==> src/rtl/char_fetch_seq.sv <==
// rtl/char_fetch_seq.sv - per-scanline character fetch sequencer feeding the pixel-buffer writer
module char_fetch_seq #(
    parameter int COLS = 100
) (
    input  logic        clk,
    input  logic        nrst,
    input  logic        start,
    input  logic [3:0]  pixel_row,
    output logic        busy,
    output logic        line_done,
    output logic        chrowbuf_rd_n,
    output logic [7:0]  chrowbuf_rd_addr,
    input  logic [15:0] chrowbuf_rd_data,
    output logic        palette_rd_n,
    output logic [7:0]  palette_rd_addr,
    input  logic [15:0] palette_rd_data,
    output logic        fontmem_rd_n,
    output logic [11:0] fontmem_rd_addr,
    input  logic [7:0]  fontmem_rd_data,
    output logic        char_valid,
    input  logic        char_ready,
    output logic [7:0]  char_pattern,
    output logic [15:0] char_fg,
    output logic [15:0] char_bg
);

    localparam logic [7:0] LAST_COL = 8'(COLS - 1);

    typedef enum logic [2:0] {
        IDLE,
        RD_CHAR,
        RD_FG,
        RD_BG,
        CAPTURE,
        WAIT_OUT
    } state_t;

    state_t      state;
    state_t      next_state;
    logic [7:0]  col;
    logic [3:0]  row_q;
    logic [3:0]  bg_idx;
    logic [15:0] fg_q;
    logic [7:0]  pat_q;
    logic [15:0] bg_q;
    logic        load;
    logic        last_col;
    logic        slot_free;
    logic        accept_start;

    assign last_col     = (col == LAST_COL);
    assign slot_free    = !char_valid || char_ready;
    assign accept_start = (state == IDLE) && start;

    // State register
    always_ff @(posedge clk) begin
        if (!nrst) begin
            state <= IDLE;
        end else begin
            state <= next_state;
        end
    end

    // Next-state, memory read strobes and slot-load decision
    always_comb begin
        next_state       = state;
        chrowbuf_rd_n    = 1'b1;
        chrowbuf_rd_addr = 8'd0;
        palette_rd_n     = 1'b1;
        palette_rd_addr  = 8'd0;
        fontmem_rd_n     = 1'b1;
        fontmem_rd_addr  = 12'd0;
        load             = 1'b0;
        case (state)
            IDLE: begin
                if (start) begin
                    next_state = RD_CHAR;
                end
            end
            RD_CHAR: begin
                chrowbuf_rd_n    = 1'b0;
                chrowbuf_rd_addr = col;
                next_state       = RD_FG;
            end
            RD_FG: begin
                palette_rd_n    = 1'b0;
                palette_rd_addr = {4'b0000, chrowbuf_rd_data[11:8]};
                fontmem_rd_n    = 1'b0;
                fontmem_rd_addr = {chrowbuf_rd_data[7:0], row_q};
                next_state      = RD_BG;
            end
            RD_BG: begin
                palette_rd_n    = 1'b0;
                palette_rd_addr = {4'b0000, bg_idx};
                next_state      = CAPTURE;
            end
            CAPTURE: begin
                if (slot_free) begin
                    load       = 1'b1;
                    next_state = last_col ? IDLE : RD_CHAR;
                end else begin
                    next_state = WAIT_OUT;
                end
            end
            WAIT_OUT: begin
                if (char_ready) begin
                    load       = 1'b1;
                    next_state = last_col ? IDLE : RD_CHAR;
                end
            end
            default: next_state = IDLE;
        endcase
    end

    // Captured fetch data, column counter, output slot and status flags
    always_ff @(posedge clk) begin
        if (!nrst) begin
            col          <= 8'd0;
            row_q        <= 4'd0;
            bg_idx       <= 4'd0;
            fg_q         <= 16'd0;
            pat_q        <= 8'd0;
            bg_q         <= 16'd0;
            busy         <= 1'b0;
            line_done    <= 1'b0;
            char_valid   <= 1'b0;
            char_pattern <= 8'd0;
            char_fg      <= 16'd0;
            char_bg      <= 16'd0;
        end else begin
            line_done <= 1'b0;
            if (accept_start) begin
                col   <= 8'd0;
                row_q <= pixel_row;
                busy  <= 1'b1;
            end else if (line_done) begin
                busy <= 1'b0;
            end
            if (state == RD_FG) begin
                bg_idx <= chrowbuf_rd_data[15:12];
            end
            if (state == RD_BG) begin
                fg_q  <= palette_rd_data;
                pat_q <= fontmem_rd_data;
            end
            if (state == CAPTURE) begin
                bg_q <= palette_rd_data;
            end
            if (load) begin
                char_pattern <= pat_q;
                char_fg      <= fg_q;
                char_bg      <= (state == CAPTURE) ? palette_rd_data : bg_q;
                char_valid   <= 1'b1;
                if (last_col) begin
                    line_done <= 1'b1;
                end else begin
                    col <= col + 8'd1;
                end
            end else if (char_ready) begin
                char_valid <= 1'b0;
            end
        end
    end

endmodule

==> config.mk <==
export PLATFORM = sky130hd
export DESIGN_NAME = char_fetch_seq
export DESIGN_NICKNAME = d
export VERILOG_FILES = /design/src/rtl/char_fetch_seq.sv
export SDC_FILE = /design/constraint.sdc
export NUM_CORES = 1
export LEC_CHECK = 0
export ABC_AREA = 0
export BUFFER_PORTS_ARGS = -buffer_cell sky130_fd_sc_hd__buf_4
export CORE_AREA = 4 4 163 86
export DETAILED_ROUTE_END_ITERATION = 10
export DIE_AREA = 0 0 167 90
export PLACE_DENSITY_LB_ADDON = 0.1
export SKIP_LAST_GASP = 1
export SLEW_MARGIN = 10
export SYNTH_ARGS = -nofsm -noshare
export SYNTH_HDL_FRONTEND = slang
export SYNTH_SLANG_ARGS = --single-unit
==> constraint.sdc <==
create_clock -name clk -period 1.3 [get_ports clk]
set_input_delay 0.26 -clock clk [delete_from_list [all_inputs] [get_ports clk]]
set_output_delay 0.26 -clock clk [all_outputs]
set_load 0.03 [all_outputs]
==> flow_metrics.env, run 1 <==
export IMPL_status="finished with violations"
export IMPL_violations="setup timing"
export IMPL_routed_wl_um=13900
export IMPL_grt_pass1_vias=4104
export IMPL_cts_tree="yes"
export IMPL_area_growth_pct=67.2
export IMPL_overflow=0
export IMPL_drt_iter0_drc=138
export IMPL_post_route_period_util=1.34
export IMPL_h_tree_depth=3
export IMPL_hp_start="pixel_row[1]"
export IMPL_crit_type="register to output pin"
export IMPL_wire_per_inst_um=16.5
export IMPL_reg2reg_depth=6
export IMPL_syn_inst=514
export IMPL_hold_viol=0
export IMPL_holdPathStages=3
export IMPL_synth_warnings=0
export IMPL_final_util=0.577
export IMPL_dieHeight_um=90
export IMPL_grt_pass1_wl_um=21500
export IMPL_post_route_min_period_ps=1750
export IMPL_power_uw=7280
export IMPL_ir_drop_mv=0.667
export IMPL_cpMaxStageDelayCell="dfxtp_4"
export IMPL_synth_most_common_cell="dfxtp_1"
export IMPL_cp_arrival_ps=1490
export IMPL_drive_gt1_frac=0.530
export IMPL_ys_seq_elements=102
export IMPL_clock_skew_ps=9.44
export IMPL_setup_violations=124
export IMPL_crit_path_max_incr_delay_ps=360
export IMPL_synth_top_cells_by_count="102 x dfxtp_1, 90 x a21oi_1, 89 x nand2_1, 31 x nand3_1, 30 x o21ai_0"
export IMPL_synth_edf_count=0
export IMPL_max_clock_freq_mhz=573
export IMPL_endpoint_kind="output pin"
export IMPL_critPathRequiredTime_ps=1040
export IMPL_synthFlopType="dfxtp_1"
export IMPL_cts_made_buffers=9
export IMPL_max_cap_violations=0
export IMPL_cts_root_buf="clkbuf_16"
export IMPL_hold_class="input pin to register"
export IMPL_worst_path_most_repeated_cell="buf_4"
export IMPL_detail_route_antenna_nets=0
export IMPL_hpwl_um=8720
export IMPL_async_reset_ff_frac=0
export IMPL_avgSynthCellArea_um2=8.40
export IMPL_drv_slew=0
export IMPL_n_antenna_cell=0
export IMPL_clk_latency_ps=350
export IMPL_grtUsageTotal=0.171
export IMPL_timing_setup_tns_ps=-23190
export IMPL_numClockSinks=102
export IMPL_grt_max_degree=35
export IMPL_startpoint="state[2]"
export IMPL_r2r_start="state[1]"
export IMPL_leakage_uw=0.00272
export IMPL_cts_clk_slew_worst_paths_ps=70
export IMPL_synth_top_area_frac=0.473
export IMPL_ys_top_cells_by_area="dfxtp_1 47%, a21oi_1 10%, nand2_1 7.7%"
export IMPL_ioPinCount=122
export IMPL_synth_cell_types=39
export IMPL_setup_slack_ps=-445
export IMPL_portBuffers=117
export IMPL_crit_chain="buf_4, nor3b_4, buf_12, and2_4, buf_4"
export IMPL_pre_cts_ws_ps=-150
export IMPL_post_route_drc_count=0
export IMPL_hold_buffers=0
export IMPL_die_w_um=167
export IMPL_synth_yosys_seq_area_share=0.473
export IMPL_power_density_nw_per_um2=1010
export IMPL_grt_setup_unrepaired="yes"
export IMPL_yosys_area_top_type="dfxtp_1"
export IMPL_crit_path_start_kind="register"
export IMPL_syn_area_um2=4320
export IMPL_nets=716
export IMPL_vias=4231
export IMPL_place_congestion=0.740
export IMPL_placementRows=29
export IMPL_die_area_um2=15000
export IMPL_drt_pass1_iter_count=5
export IMPL_viasPerCell=5.02
export IMPL_timing_critical_path_fanout_max=9
export IMPL_cts_path_max_buffers=2
export IMPL_initial_core_util=0.345
export IMPL_antenna_found_initial=0
export IMPL_core_area_um2=12500
## state kept, by name (all words and copies together) (netlist names), 4 cells and up
register and cells:
pat_q 8, char_fg 16, char_bg 16, char_pattern 8, bg_q 16, col 8, row_q 4, bg_idx 4
fg_q 16
## final cells by class
| cell class | count | area (µm²) |
|---|---|---|
| repair buffers | 188 | 1820 |
| well taps | 170 | 213 |
| multi-input cells | 363 | 2830 |
| clock inverters | 7 | 65.1 |
| flip-flops and latches | 102 | 2060 |
| clock buffers | 9 | 225 |
| fillers | 1135 | 5300 |
| inverters | 3 | 11.3 |
## critical path: cells and delay by family, from the launching register on
family | cells | cell delay (ps)
buf+inv | 3 | 440
flops | 1 | 360
simple gates | 2 | 330
## what timing repair did
| item | 4_1_cts | 5_1_grt |
|---|---|---|
| buffers inserted | 12 | 14 |
| setup endpoints to repair | 107 | 128 |
| gates resized for setup | 71 | 124 |
| cloned | 5 | 3 |
| pin swaps | 34 | 50 |
## logic make-up after synthesis
logic type	after synthesis	share of synthesized area
flops	102	0.473
buf+inv	54	0.0640
simple gates	184	0.212
other cells	1	0.000868
fa+ha+maj	1	0.00290
mux	28	0.0649
compound gates	144	0.182
## where the power goes
group / switching, µW / internal, µW
Clock: 1310 / 1350
Sequential: 55.9 / 3180
Combinational: 706 / 670
Total: 2070 / 5210
## metal layers
layer  GRT usage  up-vias  routed length [µm]
li1            -     2092                   -
met1       0.228     2028                6570
met2       0.284      101                6600
met3      0.0416       10                 642
met4      0.0347        0                 111
met5           0        -                   0
## path summary, 6_finish.rpt
kind                               to  slack [ps]
hold reg to reg               bg_q[0]         460
setup / recovery  chrowbuf_rd_addr[0]        -450
hold / removal               row_q[1]         150
setup reg to reg               col[3]        -300
## cells in the final DEF, fill, tap and decap left out, types with 5 or more instances in the layout
cell and count:
buf_12 22, a211oi_2 16, nand3_1 12, a21oi_2 33
o21ai_0 7, dfxtp_1 96, buf_6 15, nand3_4 6
mux2i_1 19, o21ai_1 16, o21ai_2 5, nand3b_1 5
a21oi_4 5, nand2_1 80, nand3_2 13, a21oi_1 52
nand2_4 8, clkbuf_16 10, and2_4 18, nor2_1 5
mux2i_2 5, nor2_4 5, buf_4 145
## through the flow
stage	hold WS, ps	cells	cell area (µm²)
after floorplan	396	517	4540
after global placement	441	800	5870
after detailed placement	447	800	5870
after CTS	146	832	6710
after global routing	169	842	7220
final	151	842	7220
Note: power is estimated with default switching activity, not from simulation.
==> run 2, diff against run 1 <==
--- a/config.mk
+++ b/config.mk
@@ -11,6 +11,7 @@
 export DETAILED_ROUTE_END_ITERATION = 10
 export DIE_AREA = 0 0 167 90
 export PLACE_DENSITY_LB_ADDON = 0.1
+export SETUP_SLACK_MARGIN = 0.02
 export SKIP_LAST_GASP = 1
 export SLEW_MARGIN = 10
 export SYNTH_ARGS = -nofsm -noshare
==> flow_metrics.env, run 2 (same netlist as run 1, synthesis figures left out) <==
export IMPL_die_area_um2=15000
export IMPL_power_switching_uw=2060
export IMPL_gr_usage_met1=0.233
export IMPL_timing_setup_tns_ps=-33840
export IMPL_drv_slew=0
export IMPL_overflow=0
export IMPL_r2r_start="state[0]"
export IMPL_swShare=0.273
export IMPL_post_dp_cell_area_um2=5830
export IMPL_die_w_um=167
export IMPL_r2r_slack_ps=-350
export IMPL_antenna_found_initial=0
export IMPL_nets=735
export IMPL_drive_gt1_frac=0.648
export IMPL_post_route_min_period_ps=1680
export IMPL_rr_endpoint="fg_q[2]"
export IMPL_grtUsageTotal=0.176
export IMPL_startpoint="state[1]"
export IMPL_clkPwrFrac=0.365
export IMPL_dieHeight_um=90
export IMPL_grt_setup_unrepaired="yes"
export IMPL_cts_tree="yes"
export IMPL_post_route_drc_count=0
export IMPL_endpoint_kind="output pin"
export IMPL_detail_route_antenna_nets=0
export IMPL_leakage_uw=0.00304
export IMPL_status="finished with violations"
export IMPL_hp_start="pixel_row[0]"
export IMPL_power_frac_comb=0.204
export IMPL_placementRows=29
export IMPL_ioPinCount=122
export IMPL_cts_clk_slew_worst_paths_ps=70
export IMPL_initial_core_util=0.345
export IMPL_final_cell_mix="147 x buf_4, 95 x dfxtp_1, 65 x a21oi_2, 42 x nand2_1, 29 x nand2_4"
export IMPL_wire_per_inst_um=17.9
export IMPL_timing_critical_path_fanout_max=14
export IMPL_crit_path_start_kind="register"
export IMPL_reg2reg_depth=8
export IMPL_fin_area_um2=7920
export IMPL_layout_commonest_cell="buf_4"
export IMPL_top_usage_layer="met2"
export IMPL_hpwl_um=8720
export IMPL_portBuffers=117
export IMPL_n_antenna_cell=0
export IMPL_area_growth_pct=83.3
export IMPL_setup_violations=124
export IMPL_h_tree_depth=3
export IMPL_clock_skew_ps=7.06
export IMPL_critPathRequiredTime_ps=1040
export IMPL_whs_endpoint="row_q[0]"
export IMPL_vias=4421
export IMPL_grt_max_degree=44
export IMPL_cts_made_buffers=9
export IMPL_viasPerCell=5.14
export IMPL_hold_viol=0
export IMPL_place_congestion=0.772
export IMPL_power_frac_seq=0.430
export IMPL_use_met3=0.0482
export IMPL_hold_class="input pin to register"
export IMPL_max_cap_violations=0
export IMPL_violations="setup timing"
export IMPL_numClockSinks=102
export IMPL_clk_latency_ps=340
export IMPL_cts_path_max_buffers=2
export IMPL_power_density_nw_per_um2=951
export IMPL_met2_usage=0.288
export IMPL_max_clock_freq_mhz=596
export IMPL_drt_iter0_drc=260
export IMPL_drt_pass1_iter_count=4
export IMPL_crit_type="register to output pin"
export IMPL_cp_arrival_ps=1420
export IMPL_routed_wl_um=15400
export IMPL_final_util=0.632
export IMPL_grt_pass1_wl_um=21800
export IMPL_p_int_uw=5470
export IMPL_setup_slack_ps=-378
export IMPL_ir_drop_mv=0.683
export IMPL_holdPathStages=3
export IMPL_core_area_um2=12500
export IMPL_cts_root_buf="clkbuf_16"
export IMPL_grt_pass1_vias=4199
export IMPL_post_route_period_util=1.29
[run 2: cell types whose count changed in the layout (fill, tap and decap cells not counted), moves of 4 or more]
cell,change
a21oi_1,-33
a21oi_2,+32
buf_6,+10
clkbuf_16,+4
mux2i_1,+5
mux2i_2,-5
nand2_1,-38
nand2_2,+17
nand2_4,+21
nand3_1,-6
nand3_4,+8
o21ai_0,+7
o21ai_1,-9
[run 2: final cells by class]
type | count | area [µm²]
fill | 1047 | 4600
multi-input combinational | 364 | 3240
clock buffer | 10 | 239
sequential | 102 | 2060
tap | 170 | 213
inverter | 3 | 11.3
timing repair buffer | 206 | 2100
clock inverter | 5 | 58.8
[run 2: layer usage]
layer	wire length, µm	share of wire
met3	787	0.051
met4	116	0.0076
met1	7210	0.47
met2	7240	0.47
met5	0	0
[run 2: repair_timing]
action / in CTS / in global routing
pin swaps: 34 / 121
gates resized for setup: 59 / 255
setup buffers: 27 / 10
setup endpoints to repair: 123 / 125
hold buffers: 0 / 0
endpoints found under the hold margin: 0 / 0
cloned: 8 / 7
[run 2: power by group through the flow]
| stage | Clock, µW | Sequential (µW) | Combinational, µW |
|---|---|---|---|
| after global placement | 0 | 3310 | 1000 |
| after global routing | 2890 | 3250 | 1620 |
| after CTS | 2800 | 3230 | 1300 |
| after floorplan | 0 | 3320 | 600 |
| after detailed placement | 0 | 3310 | 1000 |
| final | 2750 | 3240 | 1540 |
[run 2: stage by stage]
stage | hold WS, ps | std cells | setup WS (ps) | power (µW)
2_1_floorplan | 396 | 517 | -150 | 3920
3_3_place_gp | 441 | 802 | -169 | 4310
3_5_place_dp | 446 | 802 | -166 | 4310
4_1_cts | 143 | 851 | -398 | 7330
5_1_grt | 148 | 860 | -442 | 7760
6_report | 151 | 860 | -378 | 7530
[run 2: how the worst max path moves through the flow]
stage	to	slack (ps)	cells after the start
2_1_floorplan	row_q[2]	-150	6
3_3_place_gp	line_done	-170	4
3_5_place_dp	line_done	-170	4
4_1_cts	fontmem_rd_addr[6]	-400	4
5_1_grt	chrowbuf_rd_addr[0]	-440	4
6_report	fontmem_rd_addr[6]	-380	4
[run 2: critical path, cell delays in order, from the launching register on]
cell and delay, ps:
dfxtp_4 380, nor3b_4 240, buf_12 170, and2_4 140, buf_4 150
